`src/rtl/serial_subtractor.sv`:
```
// serial_subtractor: bit-serial A - B - BIN over WIDTH cycles with borrow out and signed overflow
module serial_subtractor #(
  parameter int WIDTH = 8,
  localparam int CNT_W = $clog2(WIDTH + 1)
) (
  input  logic             clk,
  input  logic             rst_n,
  input  logic             start,
  input  logic [WIDTH-1:0] A,
  input  logic [WIDTH-1:0] B,
  input  logic             BIN,
  output logic             ready,
  output logic             busy,
  output logic [WIDTH-1:0] D,
  output logic             BA,
  output logic             ovf,
  output logic             valid
);
  localparam logic [1:0] IDLE = 2'd0, RUN = 2'd1, DONE = 2'd2;
  logic [1:0] state;
  logic [WIDTH-1:0] sa, sb, res, nres;
  logic [CNT_W-1:0] cnt;
  logic br, d, bo, last;
  always_comb begin
    d     = sa[0] ^ sb[0] ^ br;
    bo    = (~sa[0] & sb[0]) | (~(sa[0] ^ sb[0]) & br);
    nres  = {d, res[WIDTH-1:1]};
    last  = cnt == CNT_W'(WIDTH - 1);
    ready = state == IDLE;
    busy  = ~ready;
  end
  // on the last bit sa[0]/sb[0] are the captured operand MSBs and d is the result MSB
  always_ff @(posedge clk or negedge rst_n) begin
    if (!rst_n) begin
      state <= IDLE;
      sa    <= '0;
      sb    <= '0;
      res   <= '0;
      br    <= 1'b0;
      cnt   <= '0;
      D     <= '0;
      BA    <= 1'b0;
      ovf   <= 1'b0;
      valid <= 1'b0;
    end else begin
      valid <= state == DONE;
      case (state)
        IDLE: if (start) begin
          sa    <= A;
          sb    <= B;
          br    <= BIN;
          cnt   <= '0;
          state <= RUN;
        end
        RUN: begin
          sa  <= sa >> 1;
          sb  <= sb >> 1;
          res <= nres;
          br  <= bo;
          cnt <= cnt + CNT_W'(1);
          if (last) begin
            state <= DONE;
            D     <= nres;
            BA    <= bo;
            ovf   <= (sa[0] ^ sb[0]) & (sa[0] ^ d);
          end
        end
        default: state <= IDLE;
      endcase
    end
  end
endmodule
```
`config.mk`:
```
export PLATFORM = sky130hd
export DESIGN_NAME = serial_subtractor
export DESIGN_NICKNAME = d
export VERILOG_FILES = /design/src/rtl/serial_subtractor.sv
export SDC_FILE = /design/constraint.sdc
export NUM_CORES = 1
export LEC_CHECK = 0
export ABC_AREA = 1
export CELL_PAD_IN_SITES_DETAIL_PLACEMENT = 0
export CELL_PAD_IN_SITES_GLOBAL_PLACEMENT = 1
export CORE_MARGIN = 2
export CORE_UTILIZATION = 41
export CTS_CLUSTER_SIZE = 14
export DETAILED_ROUTE_END_ITERATION = 8
export MAX_ROUTING_LAYER = met4
export PLACE_DENSITY = 0.88
export SYNTH_ARGS = -nofsm -noshare
export SYNTH_HDL_FRONTEND = slang
export SYNTH_SLANG_ARGS = --single-unit
```
`constraint.sdc`:
```
create_clock -name clk -period 2.2 [get_ports clk]
set_clock_uncertainty 0.05 [all_clocks]
set_input_delay 0.22 -clock clk [delete_from_list [all_inputs] [get_ports clk]]
set_output_delay 0.22 -clock clk [all_outputs]
set_load 0.02 [all_outputs]
```
After elaboration in Yosys (flattened, before gate mapping)

Cells that the tools add are included.

Bitwise logic cells: 10
$add $sub $neg: 1
Reductions and logical operators: 5
Eq/ne operators: 5
Multiplexer cells: 11

Operator list:

| cell                                                             | number |
|---|---|
| 8-bit one-hot mux with 2 select lines                            | 2 |
| 8-bit 2-to-1 mux                                                 | 2 |
| 4-bit one-hot mux with 2 select lines                            | 1 |
| 2-bit AND reduction                                              | 3 |
| 4-bit by 1-bit adder with 4-bit output (second input constant)   | 1 |
| 4-bit by 3-bit == test with 1-bit output (second input constant) | 1 |
| 2-bit 2-to-1 mux                                                 | 2 |
| 4-bit 2-to-1 mux                                                 | 1 |
| 2-bit != test (second input constant)                            | 2 |
| 2-bit one-hot mux with 2 select lines                            | 1 |
| 1-bit AND                                                        | 3 |
| 1-bit inverter                                                   | 3 |
| 1-bit XOR                                                        | 3 |
| 2-bit by 1-bit == test with 1-bit output (second input constant) | 1 |
| 2-bit == test (second input constant)                            | 1 |
| 2-bit zero test                                                  | 1 |
| 1-bit one-hot mux with 2 select lines                            | 1 |
| 2-bit nonzero test                                               | 1 |
| 1-bit 2-to-1 mux                                                 | 1 |
| 1-bit OR                                                         | 1 |

Output and inout port bits: 13
Register bits: 42
Input bits: 20
Logic and storage cells: 42

Depth between registers and ports, before layout

Gate-level depths: netlist of the first run.

Word-level depth: 5
Gate-level depth with buffers: 8
Depth with buffers taken out: 8

Worst setup path after synthesis of the first run

OpenSTA, ideal clock, no wires.

Path type: register to output
Start: register state[0]
End: output busy
Arrival: 1.134 ns
Slack: 0.796 ns
Cell stages (with the launch flop): 4
Path through: dfrtp_1 > buf_6 > nor2_1 > inv_1

Cells in the longest elaborated chain, start to end: 2

Ends and longest elaborated chain:

| what                   | line | source |
|---|---|---|
| start, declared        | 20   | `logic [1:0] state;` |
| start signal, assigned | 35   | `state <= IDLE;` |
| start signal, assigned | 53   | `state <= RUN;` |
| start signal, assigned | 62   | `state <= DONE;` |
| 2-bit zero test        | 29   | `ready = state == IDLE;` |
| named net ready        | 12   | `output logic ready,` |
| 1-bit inverter         | 30   | `busy = ~ready;` |
| end, declared          | 13   | `output logic busy,` |

The timed path passes the listed nets, and every way through them passes these cells.

Worst setup path in the final report of the first run

Start: register state[1]
End: output ready

Cells in the longest elaborated chain, start to end: 1

Ends and longest elaborated chain:

| what            | line |
|---|---|
| 2-bit zero test | 29 |
| end, declared   | 12 |

No other way between the ends.

==> impl_metrics.tcl, run 1 <==
set metrics [dict create \
    status "finished clean" \
    grt_max_degree 28 \
    layout.nets 291 \
    path_class "flop to output port" \
    power.density_nw_per_um2 1360 \
    vias 1501 \
    cap_viol_max_count 0 \
    first_iter_violations 107 \
    start_util 0.430 \
    required_ns 1.93 \
    cts_tree "yes" \
    yosysSeqAreaShare 0.544 \
    rsz0062_at_grt "no" \
    cp.arrival_ns 1.69 \
    hold_path_class "input port to asynchronous set/reset pin" \
    ys_seq_elements 41 \
    seqPwrFrac 0.402 \
    m1WireLength_mm 1.97 \
    synth_edf_count 0 \
    place_area_um2 2220 \
    irDropWorstVdd_v 0.000567 \
    grt_first_pass_wirelength_mm 6.42 \
    max_slew_margin 0.699 \
    synth.area.top_cells "dfrtp_1, nand2_1, nand3_1, o21ai_0, buf_4" \
    grt-ovfl-total 0 \
    cts_resized 0 \
    met2RoutedLength_mm 1.49 \
    cts.sinks 41 \
    synth-async-reset-ratio 1.00 \
    areaGrowthSynthToFinish_pct 23.7 \
    synth_cell_types 19 \
    synth_commonest_cells "nand2_1, dfrtp_1, nand3_1" \
    synth_cells 234 \
    track_usage 0.167 \
    met3_length_um 163 \
    swShare 0.400 \
    yosys_warnings 0 \
    io_buffers 32 \
    tightestPinTransition_ns 0.451 \
    drive_gt1_frac 0.0706 \
    ctsRootBufferMaster "clkbuf_8" \
    synthesis.nets 257 \
    dieArea_um2 5160 \
    wirelength_mm 3.69 \
    synth_flop_cell "dfrtp_1" \
    routed_via_density 4.68 \
    fin_hold_ws_ns 0.350 \
    diodes 0 \
    top_layer "met4" \
    antenna_found_initial 0 \
    core_um2 4380 \
    insertion_delay_ns 0.29 \
    syn_area_per_cell_um2 8.06 \
    finalHoldViolCount 0 \
    clk_pin_slew_worst_paths_ns 0.07 \
    routedWlPerCell_um 11.5 \
    maxSlewViolCount 0 \
    cts-buffers-inserted 5 \
    clkPwrFrac 0.166 \
    ios 33 \
    place_congestion 0.848 \
    dieHeight_um 71.8 \
    start_kind "flop" \
    synthesis.area_um2 1890 \
    pwr-share-comb 0.431 \
    stdcell_area_um2 2330 \
    yosysMostFrequentCell "nand2_1" \
    min_period_ns 1.96 \
    die_w_um 71.8 \
    h-tree-depth 2 \
    drc 0 \
    cts_max_path_buffers 2 \
    p_sw_w 0.00127 \
    fmax_ghz 0.511 \
    finalCritPeriodShare 0.890 \
    place_hpwl_mm 2.52 \
    grt_pass1_vias 1391 \
    ant_nets 0 \
    cp-end-kind "output port" \
    cp_max_fo 5 \
    num_rows 24 \
    synth_top_area_share 0.544 \
    setup_viol 0 \
    synth_top_area_cell "dfrtp_1" \
    tns_ns 0 \
    power.leakage_nw 1.22 \
    first_pass_iters 5 \
    intPower_w 0.00191 \
]
[critical path, stage by stage (launching register included)]
cell	delay, ns
dfrtp_1	0.41
nor2_1	0.31
clkdlybuf4s50_1	0.68
[power groups by stage]
stage	Clock (W)	Combinational (W)	Sequential, W
floorplan	0	0.000924	0.00135
global placement	0	0.00138	0.00129
global route	0.000580	0.00159	0.00133
CTS	0.000553	0.00139	0.00128
finish	0.000530	0.00137	0.00128
detailed placement	0	0.00139	0.00129
[cell families after synthesis]
family	after synthesis	synth area share
buf+inv	20	0.0591
simple gates	159	0.338
flops	41	0.544
compound gates	11	0.0352
fa+ha+maj	3	0.0239
[repair_timing]
action,4_1_cts,5_1_grt
endpoints found under the hold margin,19,0
setup buffers,0,0
hold buffers,1,0
[metal layers]
metal | track usage | up-vias
met5 | - | -
met4 | 0.0713 | 0
met3 | 0.0436 | 7
met2 | 0.220 | 33
met1 | 0.242 | 671
li1 | - | 790
[flip-flops by register name, summed over array words and instances, names as in the netlist]
register / cells
sb: 8
D: 8
br: 1
BA: 1
ovf: 1
cnt: 4
state: 2
valid: 1
res: 7
sa: 8
[per-stage QoR]
step	total power [W]	worst slack, ns	utilization	cells
2_1_floorplan	0.00227	0.796	-	234
3_3_place_gp	0.00267	0.541	0.507	312
3_5_place_dp	0.00268	0.542	0.507	312
4_1_cts	0.00323	0.212	0.532	321
5_1_grt	0.00350	0.156	0.532	321
6_report	0.00318	0.242	0.532	321
[layout by cell type (no fill, tap or decap)]
| cell | count |
|---|---|
| ha_1 | 2 |
| nand2_4 | 1 |
| inv_2 | 2 |
| dfrtp_1 | 41 |
| clkinv_2 | 1 |
| nand2_2 | 1 |
| buf_2 | 1 |
| nor2_1 | 6 |
| dlygate4sd3_1 | 1 |
| fa_1 | 1 |
| o21ai_1 | 1 |
| nor2_2 | 1 |
| inv_1 | 8 |
| inv_4 | 1 |
| o21ai_4 | 1 |
| clkbuf_8 | 7 |
| nand3_1 | 20 |
| clkdlybuf4s50_1 | 31 |
| nand2_1 | 129 |
| buf_4 | 3 |
| nand4_1 | 1 |
| o21ai_0 | 9 |
[path summary, 6_finish.rpt]
check                                      from           endpoint  slack (ns)  cells past startpoint
max reg2reg                state[0]$_DFFE_PN0P_    ovf$_DFFE_PN0P_        0.65                      5
min reg2reg                  res[4]$_DFFE_PN0N_   D[3]$_DFFE_PN0P_        0.42                      2
min                                       rst_n   D[3]$_DFFE_PN0P_        0.35                      2
min in group clk             res[4]$_DFFE_PN0N_   D[3]$_DFFE_PN0P_        0.42                      2
max in group asynchronous                 rst_n  sb[2]$_DFFE_PN0P_        1.10                      3
max                        state[1]$_DFFE_PN0P_              ready        0.24                      2
[cell type report]
| class | count | area (um2) |
|---|---|---|
| Fill cell | 440 | 2050 |
| Sequential cell | 41 | 1030 |
| Multi-Input combinational cell | 173 | 748 |
| Timing Repair Buffer | 36 | 348 |
| Clock buffer | 7 | 96.3 |
| Tap cell | 52 | 65.1 |
| Inverter | 11 | 43.8 |
| Clock inverter | 1 | 5.00 |
Power figures use the tool's default switching activity.
==> run 2, diff against run 1 <==
--- a/config.mk
+++ b/config.mk
@@ -8,7 +8,6 @@
 export ABC_AREA = 1
 export CELL_PAD_IN_SITES_DETAIL_PLACEMENT = 0
 export CELL_PAD_IN_SITES_GLOBAL_PLACEMENT = 1
-export CORE_MARGIN = 2
 export CORE_UTILIZATION = 41
 export CTS_CLUSTER_SIZE = 14
 export DETAILED_ROUTE_END_ITERATION = 8
==> run 2 against run 1 <==
  * Die area shrank 5.5%
  * Fmax grew 2.7%
  * First-iteration DRC count grew 16%
  * Flip-flop and latch count is the same
  * Setup slack gained 0.051 ns
  * Total power shrank 0.20%
  * Routed wire length grew 1.3%
  * Sequential power is essentially flat
  * Clock power shrank 7.4%
  * Largest power group unchanged
  * Highest routed layer unchanged
==> impl_metrics.tcl, run 2 (synthesis results as in run 1) <==
set metrics [dict create \
    cpMaxStageDelayCell "clkdlybuf4s50_1" \
    setup_viol 0 \
    status "finished clean" \
    cts_resized 0 \
    drive_gt1_frac 0.0669 \
    routed_via_density 4.74 \
    largest_registers "D x8, sa x8, sb x8" \
    min_to "D[1]$_DFFE_PN0P_" \
    critical_path_cell_count 2 \
    fmax_ghz 0.524 \
    pwr-share-comb 0.439 \
    first_pass_iters 4 \
    cp_max_fo 5 \
    diodes 0 \
    post_cts_buffers 0 \
    min_period_ns 1.91 \
    swShare 0.405 \
    rrSetupSlack_ns 0.62 \
    grt_max_degree 42 \
    routedWlPerCell_um 11.7 \
    first_iter_violations 124 \
    cp_top_family "buffers and inverters" \
    clkPwrFrac 0.155 \
    num_rows 24 \
    r2r-start "sa[0]$_DFFE_PN0P_" \
    insertion_delay_ns 0.29 \
    maxSlewViolCount 0 \
    required_ns 1.93 \
    ios 33 \
    worstHoldPathCells 2 \
    cp.arrival_ns 1.64 \
    cp-end-kind "output port" \
    crit_buf_inv 1 \
    grt-ovfl-total 0 \
    p_sw_w 0.00129 \
    place_hpwl_mm 2.48 \
    path_class "flop to output port" \
    rr_worst_depth 8 \
    layout_common_cells "nand2_1, dfrtp_1, clkdlybuf4s50_1" \
    final_common_cell "nand2_1" \
    stdcell_area_um2 2320 \
    track_usage 0.179 \
    crit_path_max_incr_delay_ns 0.67 \
    finalHoldViolCount 0 \
    cap_viol_max_count 0 \
    intPower_w 0.00189 \
    tns_ns 0 \
    vias 1523 \
    antenna_found_initial 0 \
    h-tree-depth 2 \
    ant_nets 0 \
    rsz0062_at_grt "no" \
    cts_hold_buffers 1 \
    cts_tree "yes" \
    drc 0 \
    hold_start "res[2]$_DFFE_PN0N_" \
    power.leakage_nw 1.22 \
    core_um2 4380 \
    grt_first_pass_wirelength_mm 6.50 \
    start_util 0.430 \
    hold_path_class "flop to flop" \
    max_slew_margin 0.659 \
    io_buffers 32 \
    reg2reg_to "ovf$_DFFE_PN0P_" \
    ctsRootBufferMaster "clkbuf_8" \
    power.density_nw_per_um2 1370 \
    dieHeight_um 69.8 \
    place_congestion 0.760 \
    cts-buffers-inserted 5 \
    place_area_um2 2230 \
    irDropWorstVdd_v 0.000682 \
    layout.nets 292 \
    seqPwrFrac 0.406 \
    clk_pin_slew_worst_paths_ns 0.07 \
    cp_cell_sequence "nor2_1 > clkdlybuf4s50_1" \
    cts.sinks 41 \
    cts_max_path_buffers 2 \
    grt_pass1_vias 1419 \
    start_kind "flop" \
    areaGrowthSynthToFinish_pct 23.3 \
    wirelength_mm 3.74 \
    dieArea_um2 4870 \
    finalCritPeriodShare 0.867 \
    die_w_um 69.8 \
    tightestPinTransition_ns 0.511 \
]
-- run 2: cell types whose count changed in the layout (fill, tap and decap cells not counted) --
| cell | before | now |
|---|---|---|
| buf_4 | 3 | 4 |
| clkbuf_1 | 0 | 1 |
| clkbuf_8 | 7 | 6 |
| clkinv_2 | 1 | 0 |
-- run 2: how the worst max path moves through the flow --
stage / startpoint / end / slack, ns
after floorplan: state[0]$_DFFE_PN0P_ / busy / 0.80
after global placement: state[1]$_DFFE_PN0P_ / ready / 0.58
after detailed placement: state[0]$_DFFE_PN0P_ / ready / 0.60
after CTS: state[0]$_DFFE_PN0P_ / ready / 0.28
after global routing: state[0]$_DFFE_PN0P_ / ready / 0.23
final: state[0]$_DFFE_PN0P_ / ready / 0.29
-- run 2: layer usage --
metal  wire length, um  GRT usage
met1              1830      0.229
met4                77     0.0867
met3               126     0.0523
met2              1710      0.261
met5                 0          -
-- run 2: cell type report --
cell class	instances	area, um2
repair buffers	37	355
inverters	11	43.8
flip-flops and latches	41	1030
well taps	52	65.1
multi-input cells	173	748
fillers	426	2060
clock buffers	7	86.3
-- run 2: tightest hold or removal path: stages, from the launching register on --
cell and delay [ns]:
dfrtp_1 0.34, nand2_1 0.05, nand2_1 0.04
-- run 2: per-stage QoR --
step,total power [W],instances,setup WS [ns],utilization,hold WS (ns)
5_1_grt,0.00348,321,0.232,0.530,0.421
6_report,0.00318,321,0.293,0.530,0.418
2_1_floorplan,0.00227,234,0.796,-,-0.126
3_3_place_gp,0.00267,313,0.580,0.508,0.263
3_5_place_dp,0.00271,313,0.604,0.508,0.265
4_1_cts,0.00322,321,0.275,0.530,0.427
-- run 2: power groups by stage --
stage	logic, W	registers [W]	clock network [W]
floorplan	0.000924	0.00135	0
global placement	0.00138	0.00129	0
detailed placement	0.00141	0.00130	0
CTS	0.00142	0.00129	0.000511
global route	0.00160	0.00134	0.000543
finish	0.00140	0.00129	0.000491
==> run 3, diff against run 2 <==
--- a/config.mk
+++ b/config.mk
@@ -6,6 +6,7 @@
 export NUM_CORES = 1
 export LEC_CHECK = 0
 export ABC_AREA = 1
+export CAP_MARGIN = 5
 export CELL_PAD_IN_SITES_DETAIL_PLACEMENT = 0
 export CELL_PAD_IN_SITES_GLOBAL_PLACEMENT = 1
 export CORE_UTILIZATION = 41
==> results of run 3 <==
No change in the layout: final DEF, timing and power equal those of run 2.
